## config.mk

```make
export PLATFORM = sky130hd
export DESIGN_NAME = ps2_kbd_rx
export DESIGN_NICKNAME = d
export VERILOG_FILES = /design/src/rtl/ps2_kbd_rx.sv
export SDC_FILE = /design/constraint.sdc
export NUM_CORES = 1
export LEC_CHECK = 0
export BUFFER_PORTS_ARGS = -buffer_cell sky130_fd_sc_hd__buf_2
export CAP_MARGIN = 20
export CELL_PAD_IN_SITES_DETAIL_PLACEMENT = 0
export CELL_PAD_IN_SITES_GLOBAL_PLACEMENT = 1
export CORE_UTILIZATION = 48
export CTS_BUF_LIST = sky130_fd_sc_hd__clkbuf_16
export DETAILED_ROUTE_END_ITERATION = 8
export GPL_TIMING_DRIVEN = 0
export PLACE_DENSITY_LB_ADDON = 0.1
export SLEW_MARGIN = 15
export SYNTH_ARGS = -nofsm -noshare
export SYNTH_HDL_FRONTEND = slang
export SYNTH_SLANG_ARGS = --single-unit
export TNS_END_PERCENT = 1
```

## constraint.sdc

```tcl
create_clock -name clk -period 3.2 [get_ports clk]
set_input_delay 0.32 -clock clk [delete_from_list [all_inputs] [get_ports clk]]
set_output_delay 0.32 -clock clk [all_outputs]
set_load 0.02 [all_outputs]
```

## src/rtl/ps2_kbd_rx.sv

```systemverilog
// ps2_kbd_rx: PS/2 keyboard receiver with clock deglitch filter, frame check and inter-edge timeout
module ps2_kbd_rx #(
  parameter int FILTER_LEN     = 8,
  parameter int TIMEOUT_CYCLES = 100000
) (
  input  logic       clk,
  input  logic       reset_n_i,
  input  logic       ps2_clk_i,
  input  logic       ps2_data_i,
  output logic [7:0] ps2_kbd_code_o,
  output logic       ps2_kbd_strobe_o,
  output logic       ps2_kbd_err_o
);
  localparam int FW = $clog2(FILTER_LEN);
  localparam int TW = $clog2(TIMEOUT_CYCLES + 1);
  typedef enum logic [1:0] {IDLE, DATA, PARITY, STOP} state_t;
  state_t state, state_n;
  logic [1:0] clk_sync, data_sync;
  logic filt, fall, timeout, data;
  logic [FW-1:0] fcnt;
  logic [TW-1:0] tcnt;
  logic [2:0] bcnt, bcnt_n;
  logic [7:0] sreg, sreg_n, code_n;
  logic par, par_n, strobe_n, err_n;
  assign data    = data_sync[1];
  assign fall    = filt & ~clk_sync[1] & (fcnt == FW'(FILTER_LEN - 1));
  assign timeout = (state != IDLE) && (tcnt == TW'(TIMEOUT_CYCLES - 1));
  // two-flop synchronizers; idle-high so reset does not look like a clock edge
  always_ff @(posedge clk or negedge reset_n_i)
    if (!reset_n_i) begin
      clk_sync  <= 2'b11;
      data_sync <= 2'b11;
    end else begin
      clk_sync  <= {clk_sync[0], ps2_clk_i};
      data_sync <= {data_sync[0], ps2_data_i};
    end
  // filtered clock follows only after FILTER_LEN consecutive differing samples
  always_ff @(posedge clk or negedge reset_n_i)
    if (!reset_n_i) begin
      filt <= 1'b1;
      fcnt <= '0;
    end else if (clk_sync[1] == filt) begin
      fcnt <= '0;
    end else if (fcnt == FW'(FILTER_LEN - 1)) begin
      filt <= clk_sync[1];
      fcnt <= '0;
    end else begin
      fcnt <= fcnt + 1'b1;
    end
  // cycles since the last edge inside a frame; parks at TIMEOUT_CYCLES once expired
  always_ff @(posedge clk or negedge reset_n_i)
    if (!reset_n_i) tcnt <= '0;
    else if (timeout) tcnt <= TW'(TIMEOUT_CYCLES);
    else if (fall) tcnt <= '0;
    else if (state != IDLE) tcnt <= tcnt + 1'b1;
  // frame decoder: next state, shift register and registered result pulses
  always_comb begin
    state_n  = state;
    bcnt_n   = bcnt;
    sreg_n   = sreg;
    par_n    = par;
    code_n   = ps2_kbd_code_o;
    strobe_n = 1'b0;
    err_n    = 1'b0;
    if (timeout) begin
      state_n = IDLE;
      err_n   = 1'b1;
    end else if (fall) begin
      case (state)
        IDLE: begin
          err_n   = data;
          state_n = data ? IDLE : DATA;
          bcnt_n  = 3'd0;
        end
        DATA: begin
          sreg_n  = {data, sreg[7:1]};
          bcnt_n  = bcnt + 3'd1;
          state_n = (bcnt == 3'd7) ? PARITY : DATA;
        end
        PARITY: begin
          par_n   = data;
          state_n = STOP;
        end
        default: begin
          state_n  = IDLE;
          strobe_n = data & (^{sreg, par});
          err_n    = ~strobe_n;
          code_n   = strobe_n ? sreg : ps2_kbd_code_o;
        end
      endcase
    end
  end
  // state and output registers
  always_ff @(posedge clk or negedge reset_n_i)
    if (!reset_n_i) begin
      state            <= IDLE;
      bcnt             <= '0;
      sreg             <= '0;
      par              <= 1'b0;
      ps2_kbd_code_o   <= 8'h00;
      ps2_kbd_strobe_o <= 1'b0;
      ps2_kbd_err_o    <= 1'b0;
    end else begin
      state            <= state_n;
      bcnt             <= bcnt_n;
      sreg             <= sreg_n;
      par              <= par_n;
      ps2_kbd_code_o   <= code_n;
      ps2_kbd_strobe_o <= strobe_n;
      ps2_kbd_err_o    <= err_n;
    end
endmodule

```

# Word-level counts from Yosys, hierarchy flattened
# Index checks and enable logic that the tools add are counted.
# word_totals
reg_bits	49
word_cells	60
out_inout_bits	10
input_bits	4
# classes
reduce_logical	14
n_mux	17
bitwise_logic	8
addsub	3
n_eq_ne	6
# op_table
cell	count
2-to-1 mux 17 bit	3
adder 17 x 1 -> 17 bit, second input constant	1
== test 17 bit, second input constant	1
AND reduction 3 bit	3
parity 9 bit	1
adder 3 x 1 -> 3 bit, second input constant	2
== test 3 bit, second input constant	2
2-to-1 mux 1 bit	6
2-to-1 mux 2 bit	3
2-to-1 mux 3 bit	2
one-hot mux 2 bit (3 select lines)	1
one-hot mux 3 bit (2 select lines)	1
nonzero test 2 bit	3
inverter 1 bit	5
AND reduction 4 bit	1
bitwise AND 1 bit	3
nonzero test 3 bit	1
OR reduction 3 bit	1
== test 2 x 1 -> 1 bit, second input constant	1
== test 2 bit, second input constant	1
zero test 2 bit	1
one-hot mux 1 bit (2 select lines)	1
AND reduction 2 bit	1
OR reduction 2 bit	1
other kinds (2)	2

# Logic depth before layout (Yosys ltp)
# Gate-level depths: netlist of the first run.
# depth
depth_word	6
mapped_depth	8
mapped_depth_nobuf	7

# Worst setup path after synthesis of the first run
# Ideal clock, no wire load.
# synth_path
path_type	register to register
startpoint	reg sreg[1]
endpoint	reg ps2_kbd_code_o[0]
path_stages_with_launch	7
arrival_ns	2.172
synth_period_minus_slack_ns	2.297
setup_slack_ns	0.903
required_time_ns	3.075
path_buffers	1
cell_sequence	dfrtp_1 -> xor2_1 -> xnor3_1 -> mux2_4 -> or4_1 -> buf_6 -> mux2_4
# synth_via
elab_chain_cells	3
# synth_lines
item	line	text
from (decl)	23	logic [7:0] sreg, sreg_n, code_n;
from (signal assigned)	106	sreg <= sreg_n;
parity 9 bit	86	strobe_n = data & (^{sreg, par});
bitwise AND 1 bit	86	
AND reduction 4 bit (no source line)	--	
to (signal assigned)	108	ps2_kbd_code_o <= code_n;
to (decl)	10	output logic [7:0] ps2_kbd_code_o,
# Every way passes these cells.
# A chain may end at the register's enable or synchronous reset.

# Final worst setup path of the first run
# layout_path
startpoint	reg tcnt[11]
endpoint	reg tcnt[14]
# layout_via
elab_chain_cells	4
word_cells_on_any_way	7
# layout_lines
item	line	text
from (decl)	21	logic [TW-1:0] tcnt;
from (signal assigned)	53	else if (timeout) tcnt <= TW'(TIMEOUT_CYCLES);
from (signal assigned)	55	else if (state != IDLE) tcnt <= tcnt + 1'b1;
adder 17 x 1 -> 17 bit	55	
2-to-1 mux 17 bit	55	
2-to-1 mux 17 bit	54	else if (fall) tcnt <= '0;
2-to-1 mux 17 bit	53	
# Parallel ways exist; a longest one is shown, timed or not. The select of a mux whose other input is x is not followed.

==> key figures, run 1 <==
Timing
  – Unrepaired setup endpoints after global routing: false
  – Final Max Tran Viols: 0
  – Hold WS: 53.9 ps
  – Clk_skew: 4.02 ps
  – Worst-margin pin slew: approximately 770 ps
  – Slew headroom: about half
  – Setup TNS: 0 ps
  – Final period utilization: 84.3%
  – PnR worst setup slack: 502 ps
  – Final Hold Violating Endpoints: 0
  – Max Clock Freq: 0.371 GHz
  – Tmin final: between 2000 and 3000 ps
  – Finish-stage setup viols: 0

Detailed routing
  – Pre-antenna DRT Iters: 4
  – Avg WL per Cell: 15.5 um
  – Iteration-0 DRC Markers: 112
  – DRC Markers: 0
  – Antenna-violating nets left: 0
  – Total routed wirelength: about 4.2 mm
  – Vias: approximately 1.5k
  – Vias per inst: 5.67

Layout
  – Fill cells: 389
  – Final Cell Area: 2600 um2
  – Syn-to-layout area delta: 11.6%
  – Layout cell share with drive strength beyond 1: 19.5%
  – ANT cells: 0
  – Multi-input gate area: roughly 1000 um2
  – Reg area: 1230 um2
  – Total Nets Final: 229

Synth
  – Synthesized area per cell: 11.7 um2
  – Sequential fraction of the synthesis area: 53.0%
  – Ys flop type: dfrtp_1
  – Synth Area in XOR/XNOR: 7.96%
  – Syn nets: between 200 and 250
  – EDFF count, synth: 0
  – Top-area cell type share of the netlist area: 47.3%
  – Compound-cell area share of the yosys netlist: between 6 and 7%
  – Post-synth ARST share: 100%
  – Post-Syn Instances: 199
  – Top cells by area, synth: dfrtp_1 (47%), mux2_4 (5.8%), dfstp_2 (5.6%)
  – Synthesized cell area: 2330 um2
  – Yosys Warn Count: 0
  – Largest family of logic cells by synthesized area: simple AND/OR/NAND/NOR gates
  – Mux share of post-synthesis cell area: 10.2%
  – Netlist cell types: 36
  – Register bit total from synthesis: 49
  – Post-synth top area cell: dfrtp_1
  – Post-Synth Adder-Cell Area: 3.23%
  – Count leader, synth: dfrtp_1
  – Synth cell count leaders: dfrtp_1 (44), nor2_1 (15), a21oi_1 (14)
  – Simple-gate share of the synthesized area: ~17%

Global route
  – Largest net degree at the start of global routing: 50
  – Total grt overflow: 0
  – GR Util met2: slightly below 30%
  – Met1 Resource Use GR: between 20% and 30%
  – Initial antenna violation count: 0
  – Met3 Track Usage GR: 4.22%
  – GRT Total Usage: 19.3%
  – GR peak layer: met2
  – Vias in the first global route: 1577
  – Global-route wire length before repair: 7.67 mm

Critical path
  – Crit Path Class: reg -> reg
  – Cells on worst reg2reg path: 6
  – Req. time, crit path: 3370 ps
  – Crit start category: register
  – CP endpoint kind: register
  – RR Endpoint: tcnt[14]
  – Max FO, Critical Path: 10
  – R2R Setup Slk: approximately 500 ps
  – Worst r2r src: tcnt[11]
  – WP data arrival: about 2900 ps

Placed design
  – Placed cell area: 2460 um2
  – I/O Buffers: 13
  – Hpwl dp: roughly 2.9 mm
  – DP Worst Slack: 501 ps
  – Routability congestion estimate from global placement: 0.789

Clock tree
  – Clock transition time at the flip-flop clock pins of the worst setup and hold paths: 60 ps
  – CTS root buf: clkbuf_16
  – CTS tree: yes
  – Sink Count: 49
  – Clk Latency, worst-skew pair: approximately 280 ps
  – Postcts setup bufs: 0
  – Post-CTS resize count: 0
  – Hold buffers post-CTS: 0
  – Max H-tree Level: 2
  – Bufs on Longest Clock Path: 2
  – TritonCTS Buffers: 5

Floorplan
  – Die height: 71.6 um
  – Die Wd: 71.6 um
  – FP Rows: 24
  – # IOs: 14
  – Die ar.: 5130 um2
  – Area of the core: 4500 um2
  – Initial Util: about half

Pwr
  – Pwr/cell area: 533 nW/um2
  – VDD IR-drop max: 0.336 mV
  – Lkg Pwr: 1.28 nW
  – Total chip power: 0.00138 W

Worst hold path
  – Hold Path Class: in -> async

Job
  – Max-cap violations: 0

Outcome
  – Status: complete, no violations
-- registers in the layout, indices dropped and copies added, names as in the netlist --
name and count:
par 1, clk_sync 2, sreg 8, filt 1, ps2_kbd_code_o 8, data_sync 2, ps2_kbd_strobe_o 1, bcnt 3
ps2_kbd_err_o 1, tcnt 17, fcnt 3, state 2
-- cell usage in the layout (no fill, tap or decap), types with 2 or more instances in the layout --
cell type	n
dfrtp_1	44
nor2_1	15
a21oi_1	14
nand2_1	12
buf_2	12
xor2_1	9
mux2_4	9
o21ai_0	8
xnor2_1	7
nand3_1	6
ha_1	6
nor2b_1	5
nor3_1	5
clkbuf_1	5
mux2_2	5
dfstp_2	5
clkbuf_16	5
inv_1	4
and3_1	4
or4_1	4
nand4_1	4
mux2_1	4
a22o_1	4
and2_1	3
and4_1	3
xnor3_1	2
clkinv_1	2
-- cell type report --
| type | count | share of cell area [%] |
|---|---|---|
| multi-input combinational | 139 | 40.3 |
| tap | 52 | 2.50 |
| clock inverter | 3 | 0.482 |
| sequential | 49 | 47.4 |
| inverter | 5 | 0.723 |
| timing repair buffer | 13 | 2.60 |
| buffer | 6 | 1.16 |
| clock buffer | 5 | 4.82 |
-- cell families (layout without fill, tap and decap cells) --
family,Yosys count,count (layout)
compound gates,28,28
simple gates,69,69
mux,18,18
flops,49,49
fa+ha+maj,6,6
xor+xnor,18,18
buf+inv,11,32
-- critical path, stage by stage (launching register included) --
cell and delay [ps]:
dfrtp_1 420, or4_1 590, nor4_4 610, clkbuf_1 430, nand2_1 260, nand2_1 210, nor2_1 70
-- stage by stage --
| stage | utilization [%] | instances |
|---|---|---|
| after floorplan | - | 199 |
| after global placement | 54.6 | 264 |
| after detailed placement | 54.6 | 264 |
| after CTS | 57.6 | 272 |
| after global routing | 57.7 | 272 |
| final | 57.7 | 272 |
-- power by group --
group          switching (W)  total [W]  internal, W
logic              0.0000821   0.000153    0.0000706
registers          0.0000582   0.000739     0.000680
clock network       0.000209   0.000492     0.000283
total               0.000350    0.00138      0.00103
-- metal layers --
metal / up-vias / part of all wire [%]
li1: 741 / -
met1: 773 / 50
met2: 23 / 46
met3: 4 / 2.4
met4: 0 / 0.83
met5: - / 0
-- worst max-delay path by stage --
| stage | from | endpoint | slack, ps | cells past startpoint |
|---|---|---|---|---|
| floorplan | sreg[1] | ps2_kbd_code_o[0] | 900 | 6 |
| global placement | tcnt[11] | tcnt[12] | 560 | 6 |
| detailed placement | tcnt[11] | tcnt[14] | 500 | 6 |
| CTS | tcnt[11] | tcnt[14] | 490 | 6 |
| global route | tcnt[11] | tcnt[6] | 270 | 6 |
| finish | tcnt[11] | tcnt[14] | 500 | 6 |
No activity file was read; power rests on OpenSTA's default activity.
==> run 2, diff against run 1 <==
--- a/config.mk
+++ b/config.mk
@@ -9,7 +9,7 @@
 export CAP_MARGIN = 20
 export CELL_PAD_IN_SITES_DETAIL_PLACEMENT = 0
 export CELL_PAD_IN_SITES_GLOBAL_PLACEMENT = 1
-export CORE_UTILIZATION = 48
+export CORE_UTILIZATION = 44
 export CTS_BUF_LIST = sky130_fd_sc_hd__clkbuf_16
 export DETAILED_ROUTE_END_ITERATION = 8
 export GPL_TIMING_DRIVEN = 0
==> constraint.sdc (replaced) <==
create_clock -name clk -period 2.47 [get_ports clk]
set_input_delay 0.247 -clock clk [delete_from_list [all_inputs] [get_ports clk]]
set_output_delay 0.247 -clock clk [all_outputs]
set_load 0.02 [all_outputs]
==> run 2 against run 1 <==
The flow now finishes with violations (hold timing); fmax grew 12%; clock-buffer cell count unchanged; combinational power increased by 27%; clock skew rose by 2.7 ps; first-iteration DRC count down 6.3%.
==> key figures, run 2 (same netlist as run 1, synthesis figures left out) <==
Outcome
  – Status: complete, but fails checks
  – Violated checks: hold timing

Timing
  – Worst-margin pin slew: 635 ps (-139 ps)
  – Final period utilization: 98.0% (+14 points)
  – Unrepaired setup endpoints after global routing: true
  – Max Clock Freq: 0.413 GHz (+12%)
  – Clk_skew: 6.68 ps (+2.66 ps)
  – Slew headroom: 57.5% (+9.4 points)
  – Setup TNS: 0 ps (unchanged)
  – Hold WS: -28.1 ps (-81.9 ps)
  – Final Hold Violating Endpoints: 44 (+44)
  – Finish-stage setup viols: 0 (unchanged)
  – Final Max Tran Viols: 0 (unchanged)
  – Tmin final: 2420 ps (-279 ps)

Floorplan
  – FP Rows: 26 (+8.3%)
  – Die Wd: 74.7 um (+4.3%)
  – Die ar.: 5580 um2 (+8.8%)
  – Die height: 74.7 um (+4.3%)
  – Area of the core: 5110 um2 (+13%)
  – # IOs: 14 (unchanged)
  – Initial Util: 45.6% (-6.1 points)

Layout
  – Total Nets Final: 230 (+0.44%)
  – Multi-input gate area: 1060 um2 (+1.7%)
  – Reg area: 1230 um2 (unchanged)
  – Final Cell Area: 2710 um2 (+4.1%)
  – Layout cell share with drive strength beyond 1: 21.7% (+2.2 points)
  – Commonest non-fill, non-tap cell in the layout: dfrtp_1
  – Syn-to-layout area delta: 16.2%
  – Max reg flops: 17 (unchanged)
  – Reg with most FFs: tcnt
  – Most frequent cells in the layout: dfrtp_1 (44), nor2_1 (15), a21oi_1 (14)
  – Leading registers by flop count: tcnt: 17 flops, ps2_kbd_code_o: 8 flops, sreg: 8 flops
  – Fill cells: 465 (+20%)
  – ANT cells: 0 (unchanged)

Detailed routing
  – DRC Markers: 0 (unchanged)
  – Iteration-0 DRC Markers: 105 (-6.3%)
  – Antenna-violating nets left: 0 (unchanged)
  – Total routed wirelength: 4.24 mm (+0.52%)
  – Avg WL per Cell: 14.6 um (-6.0%)
  – Pre-antenna DRT Iters: 4 (unchanged)
  – Vias per inst: 5.32 (-6.0%)
  – Vias: 1549 (+0.52%)

Pwr
  – Lkg Pwr: 1.31 nW (+2.3%)
  – Total chip power: 0.00203 W (+47%)
  – Pwr/cell area: 750 nW/um2 (+41%)
  – VDD IR-drop max: 0.311 mV (-7.6%)

Placed design
  – I/O Buffers: 13 (unchanged)
  – Hpwl dp: 2.89 mm (about the same)
  – Placed cell area: 2480 um2 (+0.92%)
  – Routability congestion estimate from global placement: 0.841 (+6.6%)

Clock tree
  – CTS tree: yes
  – Hold buffers post-CTS: 0 (unchanged)
  – Bufs on Longest Clock Path: 2 (unchanged)
  – Clk Latency, worst-skew pair: 290 ps (about the same)
  – TritonCTS Buffers: 5 (unchanged)
  – Max H-tree Level: 2 (unchanged)
  – CTS root buf: clkbuf_16
  – Sink Count: 49 (unchanged)
  – Clock transition time at the flip-flop clock pins of the worst setup and hold paths: 70 ps (about the same)

Critical path
  – CP max stage cell: or4_4
  – Max FO, Critical Path: 9 (-1)
  – Req. time, crit path: 2650 ps (-720 ps)
  – Max incr delay on CP: 490 ps (-120 ps)
  – Crit path launch: sreg[1]
  – Worst r2r src: sreg[1]
  – RR Endpoint: ps2_kbd_code_o[4]
  – WP data arrival: 2600 ps (-270 ps)
  – CP endpoint kind: register
  – R2R Setup Slk: 50 ps (-450 ps)
  – Crit Path Class: reg -> reg
  – Cells on worst reg2reg path: 6 (unchanged)
  – Cell mode on critical path: mux2_4
  – Crit path cell chain: xor2_1 > xnor3_1 > mux2_4 > or4_4 > buf_8 > mux2_4
  – Crit start category: register
  – CP Capture Point: ps2_kbd_code_o[4]

Global route
  – Initial antenna violation count: 0 (unchanged)
  – Total grt overflow: 0 (unchanged)
  – Vias in the first global route: 1491 (-5.5%)
  – GRT Total Usage: 17.3% (-1.9 points)
  – Global-route wire length before repair: 7.20 mm (-6.1%)
  – Largest net degree at the start of global routing: 50 (unchanged)

Job
  – Max-cap violations: 0 (unchanged)

Worst hold path
  – Hold Path Class: in -> async
run 2: cell types whose count changed in the layout (fill, tap and decap cells not counted):
cell       delta
bufinv_16     +2
xnor2_2       +1
clkinv_1      -2
xnor2_1       -1
nor3_2        -1
or4_1         -1
buf_6         -1
clkinv_2      -1
buf_4         +1
or4_4         +1
buf_8         +1
nor3_4        +1
inv_6         +1
run 2: through the flow:
stage / std cells / util [%] / setup WS [ps]
2_1_floorplan: 199 / - / 173
3_3_place_gp: 282 / 48.6 / -190
3_5_place_dp: 282 / 48.6 / -277
4_1_cts: 291 / 52.5 / 37.2
5_1_grt: 291 / 53.0 / -62.7
6_report: 291 / 53.0 / 50.5
run 2: report_power, final:
group | switching (W) | internal (W) | total, W
logic | 0.000104 | 0.0000899 | 0.000194
clock network | 0.000298 | 0.000584 | 0.000881
registers | 0.0000732 | 0.000881 | 0.000954
run 2: repair_timing:
item,CTS,global route
gates resized for setup,0,4
pin swaps,1,0
endpoints found under the setup margin,21,20
endpoints found under the hold margin,0,0
buffers inserted,1,0
run 2: cell type report:
class	count	area share, %
Buffer	6	1.25
Multi-Input combinational cell	139	39.3
Timing Repair Buffer	14	2.78
Tap cell	70	3.24
Clock buffer	5	4.63
Inverter	5	0.694
Clock inverter	3	2.54
Sequential cell	49	45.6
run 2: how the worst min path moves through the flow:
stage,from,slack (ps),endpoint
after floorplan,reset_n_i,-50,bcnt[0]
after global placement,clk_sync[0],350,clk_sync[1]
after detailed placement,clk_sync[0],350,clk_sync[1]
after CTS,ps2_data_i,50,data_sync[0]
after global routing,reset_n_i,20,sreg[5]
final,reset_n_i,-30,ps2_kbd_code_o[5]
run 2: worst max-delay path: cells and delay by family (launching register included):
kind	cells	cell delay (ps)
muxes	2	630
xor gates and xnor gates	2	620
and+or+nand+nor	1	490
buffers and inverters	1	170
DFF	1	410
run 2: layer usage:
| metal | global-route usage [%] | routed length, um |
|---|---|---|
| met1 | 23.6 | 2110 |
| met2 | 26.7 | 1950 |
| met3 | 4.02 | 111 |
| met4 | 6.92 | 63 |
| met5 | 0 | 0 |
